File: src/rtl/wrapper_ahb_stream_bridge_if.sv
// AHB-Lite target-side signal bundle for the streaming-engine bridge.
interface wrapper_ahb_stream_bridge_if #(
    parameter int unsigned AHBADDRWIDTH = 12
) ();
    logic                    HSELS;
    logic [AHBADDRWIDTH-1:0] HADDRS;
    logic [1:0]              HTRANSS;
    logic [2:0]              HSIZES;
    logic                    HWRITES;
    logic                    HREADYS;
    logic [31:0]             HWDATAS;
    logic                    HREADYOUTS;
    logic                    HRESPS;
    logic [31:0]             HRDATAS;

    modport slave (
        input  HSELS, HADDRS, HTRANSS, HSIZES, HWRITES, HREADYS, HWDATAS,
        output HREADYOUTS, HRESPS, HRDATAS
    );

    modport master (
        output HSELS, HADDRS, HTRANSS, HSIZES, HWRITES, HREADYS, HWDATAS,
        input  HREADYOUTS, HRESPS, HRDATAS
    );
endinterface

File: src/rtl/wrapper_ahb_stream_bridge.sv
// AHB-Lite to valid/ready bridge: input packet buffer, config channel from control registers,
// output packet FIFO and registered DMA requests.
module wrapper_ahb_stream_bridge #(
    parameter int unsigned AHBADDRWIDTH   = 12,
    parameter int unsigned INPACKETWIDTH  = 512,
    parameter int unsigned OUTPACKETWIDTH = 256,
    parameter int unsigned CFGSIZEWIDTH   = 64,
    parameter int unsigned CFGSCHEMEWIDTH = 2,
    parameter int unsigned OUTFIFODEPTH   = 2
) (
    input  logic                          HCLK,
    input  logic                          HRESET,
    wrapper_ahb_stream_bridge_if.slave    ahb,
    output logic [INPACKETWIDTH-1:0]      in_data,
    output logic                          in_last,
    output logic                          in_valid,
    input  logic                          in_ready,
    output logic [CFGSIZEWIDTH-1:0]       cfg_size,
    output logic [CFGSCHEMEWIDTH-1:0]     cfg_scheme,
    output logic                          cfg_last,
    output logic                          cfg_valid,
    input  logic                          cfg_ready,
    input  logic [OUTPACKETWIDTH-1:0]     out_data,
    input  logic                          out_last,
    input  logic                          out_valid,
    output logic                          out_ready,
    output logic                          in_data_req,
    output logic                          out_data_req
);
    localparam int unsigned AW       = AHBADDRWIDTH;
    localparam int unsigned InWords  = INPACKETWIDTH / 32;
    localparam int unsigned OutWords = OUTPACKETWIDTH / 32;
    localparam int unsigned PtrW     = $clog2(OUTFIFODEPTH);
    localparam int unsigned CntW     = PtrW + 1;
    localparam int unsigned EntW     = OUTPACKETWIDTH + 1;

    typedef enum logic [1:0] {StOk, StErr1, StErr2} resp_st_e;

    resp_st_e                  state_q, state_d;
    logic [AW-1:0]             dp_addr_q, dp_addr_d;
    logic                      dp_wr_q, dp_wr_d;
    logic [31:0]               rdata_q, rdata_d;
    logic [INPACKETWIDTH-1:0]  in_data_q, in_data_d;
    logic                      in_valid_q, in_valid_d, in_last_q, in_last_d;
    logic [CFGSIZEWIDTH-1:0]   size_sh_q, size_sh_d, cfg_size_q, cfg_size_d;
    logic [CFGSCHEMEWIDTH-1:0] scheme_sh_q, scheme_sh_d, cfg_scheme_q, cfg_scheme_d;
    logic                      cfg_last_q, cfg_last_d, cfg_valid_q, cfg_valid_d;
    logic                      in_req_en_q, in_req_en_d, out_req_en_q, out_req_en_d;
    logic                      in_req_q, in_req_d, out_req_q, out_req_d;
    logic [EntW-1:0]           fifo_q [OUTFIFODEPTH];
    logic [EntW-1:0]           fifo_d [OUTFIFODEPTH];
    logic [PtrW-1:0]           wr_ptr_q, wr_ptr_d, rd_ptr_q, rd_ptr_d;
    logic [CntW-1:0]           count_q, count_d;

    logic            accept, bad, pop, push, empty, full, stall, hready, hresp;
    logic [EntW-1:0] head;
    logic [1:0]      dp_win;
    int unsigned     off, rd_idx, dp_off, dp_idx;

    assign empty = (count_q == '0);
    assign full  = (count_q == CntW'(OUTFIFODEPTH));
    assign head  = fifo_q[rd_ptr_q];
    assign push  = out_valid && !full;

    // Address-phase decode; errors are decided here so the data phase never changes state.
    always_comb begin
        accept = ahb.HSELS && ahb.HREADYS && ahb.HTRANSS[1];
        bad    = (ahb.HSIZES != 3'b010) || (ahb.HADDRS[1:0] != 2'b00) ||
                 (ahb.HADDRS[AW-1] && (ahb.HWRITES || empty));
    end

    // Data-phase stall: buffer/shadow writes wait until the engine has taken the pending item.
    always_comb begin
        dp_win = dp_addr_q[AW-1:AW-2];
        dp_off = 32'(dp_addr_q[AW-3:0]);
        stall  = 1'b0;
        if (dp_wr_q) begin
            if (dp_win == 2'b00) begin
                stall = in_valid_q;
            end else if (dp_win == 2'b01) begin
                stall = cfg_valid_q &&
                        ((dp_off < 32'h0C) || ((dp_off == 32'h0C) && ahb.HWDATAS[0]));
            end
        end
    end

    always_comb begin
        state_d = StOk;
        if (state_q == StErr1) begin
            state_d = StErr2;
        end else if (accept && bad) begin
            state_d = StErr1;
        end
        hready = (state_q != StErr1) && !stall;
        hresp  = (state_q != StOk);
    end

    // Read data and FIFO pop are taken from state at the address phase.
    always_comb begin
        rdata_d = '0;
        pop     = 1'b0;
        off     = 32'(ahb.HADDRS[AW-3:0]);
        rd_idx  = 32'(ahb.HADDRS[AW-3:2]) % OutWords;
        if (accept && !bad && !ahb.HWRITES) begin
            case (ahb.HADDRS[AW-1:AW-2])
                2'b00: ;
                2'b01: begin
                    case (off)
                        32'h00: rdata_d = size_sh_q[31:0];
                        32'h04: rdata_d[CFGSIZEWIDTH-33:0] = size_sh_q[CFGSIZEWIDTH-1:32];
                        32'h08: rdata_d[CFGSCHEMEWIDTH-1:0] = scheme_sh_q;
                        32'h0C: rdata_d[3:2] = {out_req_en_q, in_req_en_q};
                        32'h10: begin
                            rdata_d[3:0]  = {full, empty, cfg_valid_q, in_valid_q};
                            rdata_d[12:8] = 5'(count_q);
                        end
                        32'h14: rdata_d[0] = !empty && head[OUTPACKETWIDTH];
                        default: ;
                    endcase
                end
                default: begin
                    for (int unsigned w = 0; w < OutWords; w++) begin
                        if (w == rd_idx) rdata_d = head[w*32 +: 32];
                    end
                    pop = (rd_idx == OutWords - 1);
                end
            endcase
        end
    end

    always_comb begin
        dp_wr_d      = dp_wr_q;
        dp_addr_d    = dp_addr_q;
        if (!stall) begin
            dp_wr_d   = accept && !bad && ahb.HWRITES;
            dp_addr_d = ahb.HADDRS;
        end
        in_data_d    = in_data_q;
        in_valid_d   = in_valid_q && !in_ready;
        in_last_d    = in_last_q;
        size_sh_d    = size_sh_q;
        scheme_sh_d  = scheme_sh_q;
        cfg_size_d   = cfg_size_q;
        cfg_scheme_d = cfg_scheme_q;
        cfg_last_d   = cfg_last_q;
        cfg_valid_d  = cfg_valid_q && !cfg_ready;
        in_req_en_d  = in_req_en_q;
        out_req_en_d = out_req_en_q;
        dp_idx       = 32'(dp_addr_q[AW-3:2]) % InWords;
        if (dp_wr_q && !stall) begin
            case (dp_win)
                2'b00: begin
                    for (int unsigned w = 0; w < InWords; w++) begin
                        if (w == dp_idx) in_data_d[w*32 +: 32] = ahb.HWDATAS;
                    end
                    if (dp_idx == InWords - 1) begin
                        in_valid_d = 1'b1;
                        in_last_d  = dp_addr_q[AW-3];
                    end
                end
                2'b01: begin
                    case (dp_off)
                        32'h00: size_sh_d[31:0] = ahb.HWDATAS;
                        32'h04: size_sh_d[CFGSIZEWIDTH-1:32] = ahb.HWDATAS[CFGSIZEWIDTH-33:0];
                        32'h08: scheme_sh_d = ahb.HWDATAS[CFGSCHEMEWIDTH-1:0];
                        32'h0C: begin
                            in_req_en_d  = ahb.HWDATAS[2];
                            out_req_en_d = ahb.HWDATAS[3];
                            if (ahb.HWDATAS[0]) begin
                                cfg_size_d   = size_sh_q;
                                cfg_scheme_d = scheme_sh_q;
                                cfg_last_d   = ahb.HWDATAS[1];
                                cfg_valid_d  = 1'b1;
                            end
                        end
                        default: ;
                    endcase
                end
                default: ;
            endcase
        end
    end

    always_comb begin
        fifo_d = fifo_q;
        if (push) fifo_d[wr_ptr_q] = {out_last, out_data};
        wr_ptr_d  = wr_ptr_q + PtrW'(push);
        rd_ptr_d  = rd_ptr_q + PtrW'(pop);
        count_d   = count_q + CntW'(push) - CntW'(pop);
        in_req_d  = in_req_en_q && !in_valid_q;
        out_req_d = out_req_en_q && !empty;
    end

    always_ff @(posedge HCLK or posedge HRESET) begin
        if (HRESET) begin
            state_q      <= StOk;
            dp_addr_q    <= '0;
            dp_wr_q      <= 1'b0;
            rdata_q      <= '0;
            in_data_q    <= '0;
            in_valid_q   <= 1'b0;
            in_last_q    <= 1'b0;
            size_sh_q    <= '0;
            scheme_sh_q  <= '0;
            cfg_size_q   <= '0;
            cfg_scheme_q <= '0;
            cfg_last_q   <= 1'b0;
            cfg_valid_q  <= 1'b0;
            in_req_en_q  <= 1'b0;
            out_req_en_q <= 1'b0;
            in_req_q     <= 1'b0;
            out_req_q    <= 1'b0;
            fifo_q       <= '{default: '0};
            wr_ptr_q     <= '0;
            rd_ptr_q     <= '0;
            count_q      <= '0;
        end else begin
            state_q      <= state_d;
            dp_addr_q    <= dp_addr_d;
            dp_wr_q      <= dp_wr_d;
            rdata_q      <= rdata_d;
            in_data_q    <= in_data_d;
            in_valid_q   <= in_valid_d;
            in_last_q    <= in_last_d;
            size_sh_q    <= size_sh_d;
            scheme_sh_q  <= scheme_sh_d;
            cfg_size_q   <= cfg_size_d;
            cfg_scheme_q <= cfg_scheme_d;
            cfg_last_q   <= cfg_last_d;
            cfg_valid_q  <= cfg_valid_d;
            in_req_en_q  <= in_req_en_d;
            out_req_en_q <= out_req_en_d;
            in_req_q     <= in_req_d;
            out_req_q    <= out_req_d;
            fifo_q       <= fifo_d;
            wr_ptr_q     <= wr_ptr_d;
            rd_ptr_q     <= rd_ptr_d;
            count_q      <= count_d;
        end
    end

    assign ahb.HREADYOUTS = hready;
    assign ahb.HRESPS     = hresp;
    assign ahb.HRDATAS    = rdata_q;
    assign in_data        = in_data_q;
    assign in_last        = in_last_q;
    assign in_valid       = in_valid_q;
    assign cfg_size       = cfg_size_q;
    assign cfg_scheme     = cfg_scheme_q;
    assign cfg_last       = cfg_last_q;
    assign cfg_valid      = cfg_valid_q;
    assign out_ready      = !full;
    assign in_data_req    = in_req_q;
    assign out_data_req   = out_req_q;
endmodule

File: src/flat_wrapper.sv
// flat-port wrapper written by rule: the top's interface ports become plain ports
module wrapper_ahb_stream_bridge_flat 
#(
    parameter int unsigned AHBADDRWIDTH   = 12,
    parameter int unsigned INPACKETWIDTH  = 512,
    parameter int unsigned OUTPACKETWIDTH = 256,
    parameter int unsigned CFGSIZEWIDTH   = 64,
    parameter int unsigned CFGSCHEMEWIDTH = 2,
    parameter int unsigned OUTFIFODEPTH   = 2
)
  (HCLK, HRESET, in_data, in_last, in_valid, in_ready, cfg_size, cfg_scheme, cfg_last, cfg_valid, cfg_ready, out_data, out_last, out_valid, out_ready, in_data_req, out_data_req, ahb_HSELS, ahb_HADDRS, ahb_HTRANSS, ahb_HSIZES, ahb_HWRITES, ahb_HREADYS, ahb_HWDATAS, ahb_HREADYOUTS, ahb_HRESPS, ahb_HRDATAS);
  wrapper_ahb_stream_bridge_if #(.AHBADDRWIDTH(AHBADDRWIDTH)) ahb_i ();
  input  logic HCLK;
  input  logic HRESET;
  output logic [INPACKETWIDTH-1:0] in_data;
  output logic in_last;
  output logic in_valid;
  input  logic in_ready;
  output logic [CFGSIZEWIDTH-1:0] cfg_size;
  output logic [CFGSCHEMEWIDTH-1:0] cfg_scheme;
  output logic cfg_last;
  output logic cfg_valid;
  input  logic cfg_ready;
  input  logic [OUTPACKETWIDTH-1:0] out_data;
  input  logic out_last;
  input  logic out_valid;
  output logic out_ready;
  output logic in_data_req;
  output logic out_data_req;
  input wire logic [$bits(ahb_i.HSELS)-1:0] ahb_HSELS;
  input wire logic [$bits(ahb_i.HADDRS)-1:0] ahb_HADDRS;
  input wire logic [$bits(ahb_i.HTRANSS)-1:0] ahb_HTRANSS;
  input wire logic [$bits(ahb_i.HSIZES)-1:0] ahb_HSIZES;
  input wire logic [$bits(ahb_i.HWRITES)-1:0] ahb_HWRITES;
  input wire logic [$bits(ahb_i.HREADYS)-1:0] ahb_HREADYS;
  input wire logic [$bits(ahb_i.HWDATAS)-1:0] ahb_HWDATAS;
  output wire logic [$bits(ahb_i.HREADYOUTS)-1:0] ahb_HREADYOUTS;
  output wire logic [$bits(ahb_i.HRESPS)-1:0] ahb_HRESPS;
  output wire logic [$bits(ahb_i.HRDATAS)-1:0] ahb_HRDATAS;
  assign ahb_i.HSELS = ahb_HSELS;
  assign ahb_i.HADDRS = ahb_HADDRS;
  assign ahb_i.HTRANSS = ahb_HTRANSS;
  assign ahb_i.HSIZES = ahb_HSIZES;
  assign ahb_i.HWRITES = ahb_HWRITES;
  assign ahb_i.HREADYS = ahb_HREADYS;
  assign ahb_i.HWDATAS = ahb_HWDATAS;
  assign ahb_HREADYOUTS = ahb_i.HREADYOUTS;
  assign ahb_HRESPS = ahb_i.HRESPS;
  assign ahb_HRDATAS = ahb_i.HRDATAS;
  wrapper_ahb_stream_bridge #(.AHBADDRWIDTH(AHBADDRWIDTH), .INPACKETWIDTH(INPACKETWIDTH), .OUTPACKETWIDTH(OUTPACKETWIDTH), .CFGSIZEWIDTH(CFGSIZEWIDTH), .CFGSCHEMEWIDTH(CFGSCHEMEWIDTH), .OUTFIFODEPTH(OUTFIFODEPTH)) u_core (.HCLK(HCLK), .HRESET(HRESET), .ahb(ahb_i), .in_data(in_data), .in_last(in_last), .in_valid(in_valid), .in_ready(in_ready), .cfg_size(cfg_size), .cfg_scheme(cfg_scheme), .cfg_last(cfg_last), .cfg_valid(cfg_valid), .cfg_ready(cfg_ready), .out_data(out_data), .out_last(out_last), .out_valid(out_valid), .out_ready(out_ready), .in_data_req(in_data_req), .out_data_req(out_data_req));
endmodule
File: config.mk
export PLATFORM = sky130hd
export DESIGN_NAME = wrapper_ahb_stream_bridge_flat
export DESIGN_NICKNAME = d
export VERILOG_FILES = /design/src/rtl/wrapper_ahb_stream_bridge_if.sv /design/src/rtl/wrapper_ahb_stream_bridge.sv /design/src/flat_wrapper.sv
export SDC_FILE = /design/constraint.sdc
export NUM_CORES = 2
export LEC_CHECK = 0
export ABC_AREA = 1
export BUFFER_PORTS_ARGS = -buffer_cell sky130_fd_sc_hd__buf_2
export CORE_AREA = 2 2 363 365
export CTS_BUF_LIST = sky130_fd_sc_hd__clkbuf_2
export CTS_CLUSTER_DIAMETER = 100
export DETAILED_ROUTE_END_ITERATION = 6
export DIE_AREA = 0 0 365 367
export PLACE_DENSITY = 0.63
export SLEW_MARGIN = 30
export SYNTH_ARGS = -nofsm -noshare
export SYNTH_HDL_FRONTEND = slang
export SYNTH_SLANG_ARGS = --single-unit
File: constraint.sdc
create_clock -name HCLK -period 73.5 [get_ports HCLK]
set_clock_uncertainty 0.15 [all_clocks]
set_input_delay 7.35 -clock HCLK [delete_from_list [all_inputs] [get_ports HCLK]]
set_output_delay 7.35 -clock HCLK [all_outputs]
set_load 0.01 [all_outputs]
==> impl_metrics.csv <==
group,metric,value,unit
critical_path,worst-path-max-fanout,18,
global_route,track_usage,29.0,%
routing,routed_wl,198000,µm
power_and_ir_drop,p_comb_share,20.7,%
timing,min_period_over_period,22.9,%
layout,fin_util,46.4,%
power_and_ir_drop,p_leak,32.7,nW
timing,worst_pin_slew,1.09,ns
cts,clk_pin_slew,0.09,ns
routing,ant_nets,0,
layout,fill_cells,13100,
routing,wl_per_cell,23.1,µm
power_and_ir_drop,pwr-share-clk,27.8,%
cts,h-tree-depth,5,
timing,hold_viol,0,
place,place_area,57500,µm²
synthesis,yosysSeqAreaShare,59.1,%
critical_path,required,66.00,ns
synthesis,yosys.area.top_type_share,59.1,%
job,drv_cap,0,
routing,first_pass_iters,7,
layout,seq_area,30500,µm²
cts,cts_tree,"done",
global_route,grt_max_degree,217,
critical_path,cp-start-kind,"input port",
timing,rsz0062_at_grt,"no",
power_and_ir_drop,internal_power,1.16,mW
hold_path,hp-class,"flip-flop to flip-flop",
hold_path,hp-start,"u_core.size_sh_q[48]",
timing,fin_crit,16.82,ns
place,gp_congestion,0.875,
routing,dr.first_iter.drc_count,4037,
timing,slew_headroom,27.6,%
cts,clock_latency,1.68,ns
synthesis,ys_types,36,
die,start_util,39.5,%
synthesis,yosysTopAreaCell,"dfrtp_1",
run_status,violations,"DRC",
synthesis,syn_area_per_cell,9.25,µm²
layout,drive_gt1_share,28.2,%
layout,fin_cells,8542,
die,die_h,367,µm
critical_path,criticalPathCategory,"input port to output port",
layout,fin_area,60500,µm²
place,io_buffer_count,931,
layout,syn_to_final_growth,17.4,%
routing,vias,44500,
synthesis,ys_seq_elements,1217,
die,dieArea,134000,µm²
layout,multiInputGateArea,18400,µm²
power_and_ir_drop,p_sw_share,32.0,%
global_route,antenna_found_initial,95,
critical_path,cp-end-kind,"output port",
timing,tns,0,ns
critical_path,rr_startpoint,"u_core.count_q[1]",
die,core_area,130000,µm²
routing,viasPerCell,5.21,
synthesis,syn_nets,5890,
global_route,grt-ovfl-total,0,
critical_path,critPathLaunch,"ahb_HWDATAS[0]",
die,row_count,133,
global_route,grt_pass1_wl,285000,µm
synthesis,syn_area,51500,µm²
power_and_ir_drop,peakVddDrop,23.8,µV
cts,cts_buffer_depth,4,
synthesis,yosysWarnings,0,
place,dp_hpwl,135000,µm
timing,setup_viol,0,
routing,drc,7,
synthesis,ys_async_sr_fraction,100,%
cts,cts_hold_buf,0,
synthesis,synthTopCellsByArea,"dfrtp_1 59%, nand2_1 14%, o21ai_0 8.7%",
global_route,first_global_vias,42600,
critical_path,critPathArrivalTime,9.32,ns
cts,cts-root-buf,"clkbuf_2",
place,placedCellCount,7927,
cts,ctsResizeCount,0,
timing,max_freq,59.5,MHz
synthesis,synthCells,5572,
synthesis,synth_ff_type,"dfrtp_1",
die,pin_count,933,
timing,holdWs,0.185,ns
cts,cts_made_buffers,341,
die,fp.dieW,365,µm
power_and_ir_drop,seqPwrFrac,51.5,%
power_and_ir_drop,netSwitchingPower,546,µW
layout,nets,6836,
power_and_ir_drop,p_per_area,28.2,nW/µm²
cts,post-cts-setup-buffer-count,0,
cts,cts_sinks,1217,
timing,slew_violations,0,
synthesis,synth-edff-count,0,
run_status,status,"finished with violations",
## Yosys cell counts (2+ instances only)
cell type,instances
nand3_1,75
nor2_4,2
buf_4,9
nand4_1,8
nor3_1,3
a21oi_1,96
nand2_2,5
inv_1,316
nor2_2,7
ha_1,4
clkbuf_1,231
dfrtp_1,1217
nand4_4,2
buf_2,114
clkbuf_2,18
o21ai_0,901
xnor2_1,2
o211ai_1,97
nand4_2,2
o22ai_1,28
a31oi_1,32
nand2_1,1925
mux2_2,321
nor2_1,66
o21ai_1,55
buf_1,24
inv_2,3
## stage by stage
stage | worst slack, ns | power (mW)
floorplan | 31.71 | 1.14
global route | 56.46 | 1.81
finish | 56.68 | 1.71
CTS | 56.67 | 1.72
global placement | 56.69 | 1.22
detailed placement | 56.69 | 1.24
## path summary, 6_finish.rpt
| kind | depth (start not counted) | to | slack (ns) |
|---|---|---|---|
| min in group asynchronous | 2 | u_core.cfg_size[28] | 5.69 |
| worst max-delay path | 12 | ahb_HREADYOUTS | 56.68 |
| worst max register to register | 6 | u_core.fifo_q[496] | 68.66 |
| max in group asynchronous | 9 | u_core.ahb.HRDATAS[25] | 62.81 |
| worst min register to register | 2 | u_core.cfg_size[48] | 0.18 |
| worst min-delay path | 2 | u_core.cfg_size[48] | 0.18 |
## worst max-delay path: stages
cell	delay, ns
buf_2	0.09
buf_4	0.37
inv_2	0.12
nor2_1	0.19
nand2_1	0.09
o21ai_2	0.08
nand2_4	0.12
nand2_1	0.14
inv_1	0.17
nor2_4	0.35
nor2_1	0.07
buf_2	0.15
## routing by layer
metal  wire length, µm  share of wire, %  GRT usage, %  vias up
met5               593              0.30         0.472        -
met4             11600               5.9          16.7       78
met3             21500                11          11.2      574
met2             88800                45          44.1     2099
met1             75000                38          34.8    21500
li1                  -                 -             -    20200
## cells by family after synthesis
kind of cell / share of synthesized area [%]
DFF: 59.1
xor gates and xnor gates: 0.0510
muxes: 7.01
AOI/OAI and AO/OA: 12.4
buffers and inverters: 5.59
and+or+nand+nor: 15.8
adders and majority gates: 0.0971
## power groups by stage
stage	Combinational (mW)	Clock, mW	Sequential, mW
after global placement	0.342	0	0.882
final	0.353	0.475	0.878
after CTS	0.355	0.485	0.876
after global routing	0.394	0.524	0.893
after detailed placement	0.354	0	0.890
after floorplan	0.262	0	0.881
## state kept, by name (all words and copies together) (netlist names), 2 cells and up
| name | flops |
|---|---|
| u_core.scheme_sh_q | 2 |
| u_core.ahb.HRDATAS | 32 |
| u_core.count_q | 2 |
| u_core.size_sh_q | 64 |
| u_core.fifo_q | 514 |
| u_core.state_q | 2 |
| u_core.in_data | 512 |
| u_core.dp_addr_q | 12 |
| u_core.cfg_size | 64 |
| u_core.cfg_scheme | 2 |
## cell usage in the layout, fill, tap and decap left out, types with 2 or more instances in the layout
master	instances
nand2_1	1920
dfrtp_1	1216
buf_2	931
o21ai_0	901
clkbuf_2	508
mux2_2	321
inv_1	313
o211ai_1	97
a21oi_1	96
nand3_1	74
o21ai_1	55
buf_4	54
diode_2	48
nor2_1	46
clkinv_1	43
a31oi_1	32
o22ai_1	28
nor2_2	16
nor2_4	13
inv_2	10
nand4_1	8
nand2_4	6
nand2_2	5
buf_12	5
buf_6	5
nand4_4	4
clkinv_2	4
buf_16	4
nor3_1	3
xnor2_1	2
ha_1	2
ha_4	2
bufinv_16	2
## layout make-up
class,instances,area share [%]
flip-flops and latches,1217,50.3
multi-input cells,3640,30.4
repair buffers,999,8.81
clock buffers,508,4.20
well taps,1755,3.63
inverters,319,2.00
clock inverters,56,0.449
diodes,48,0.198
Power figures use the tool's default switching activity.
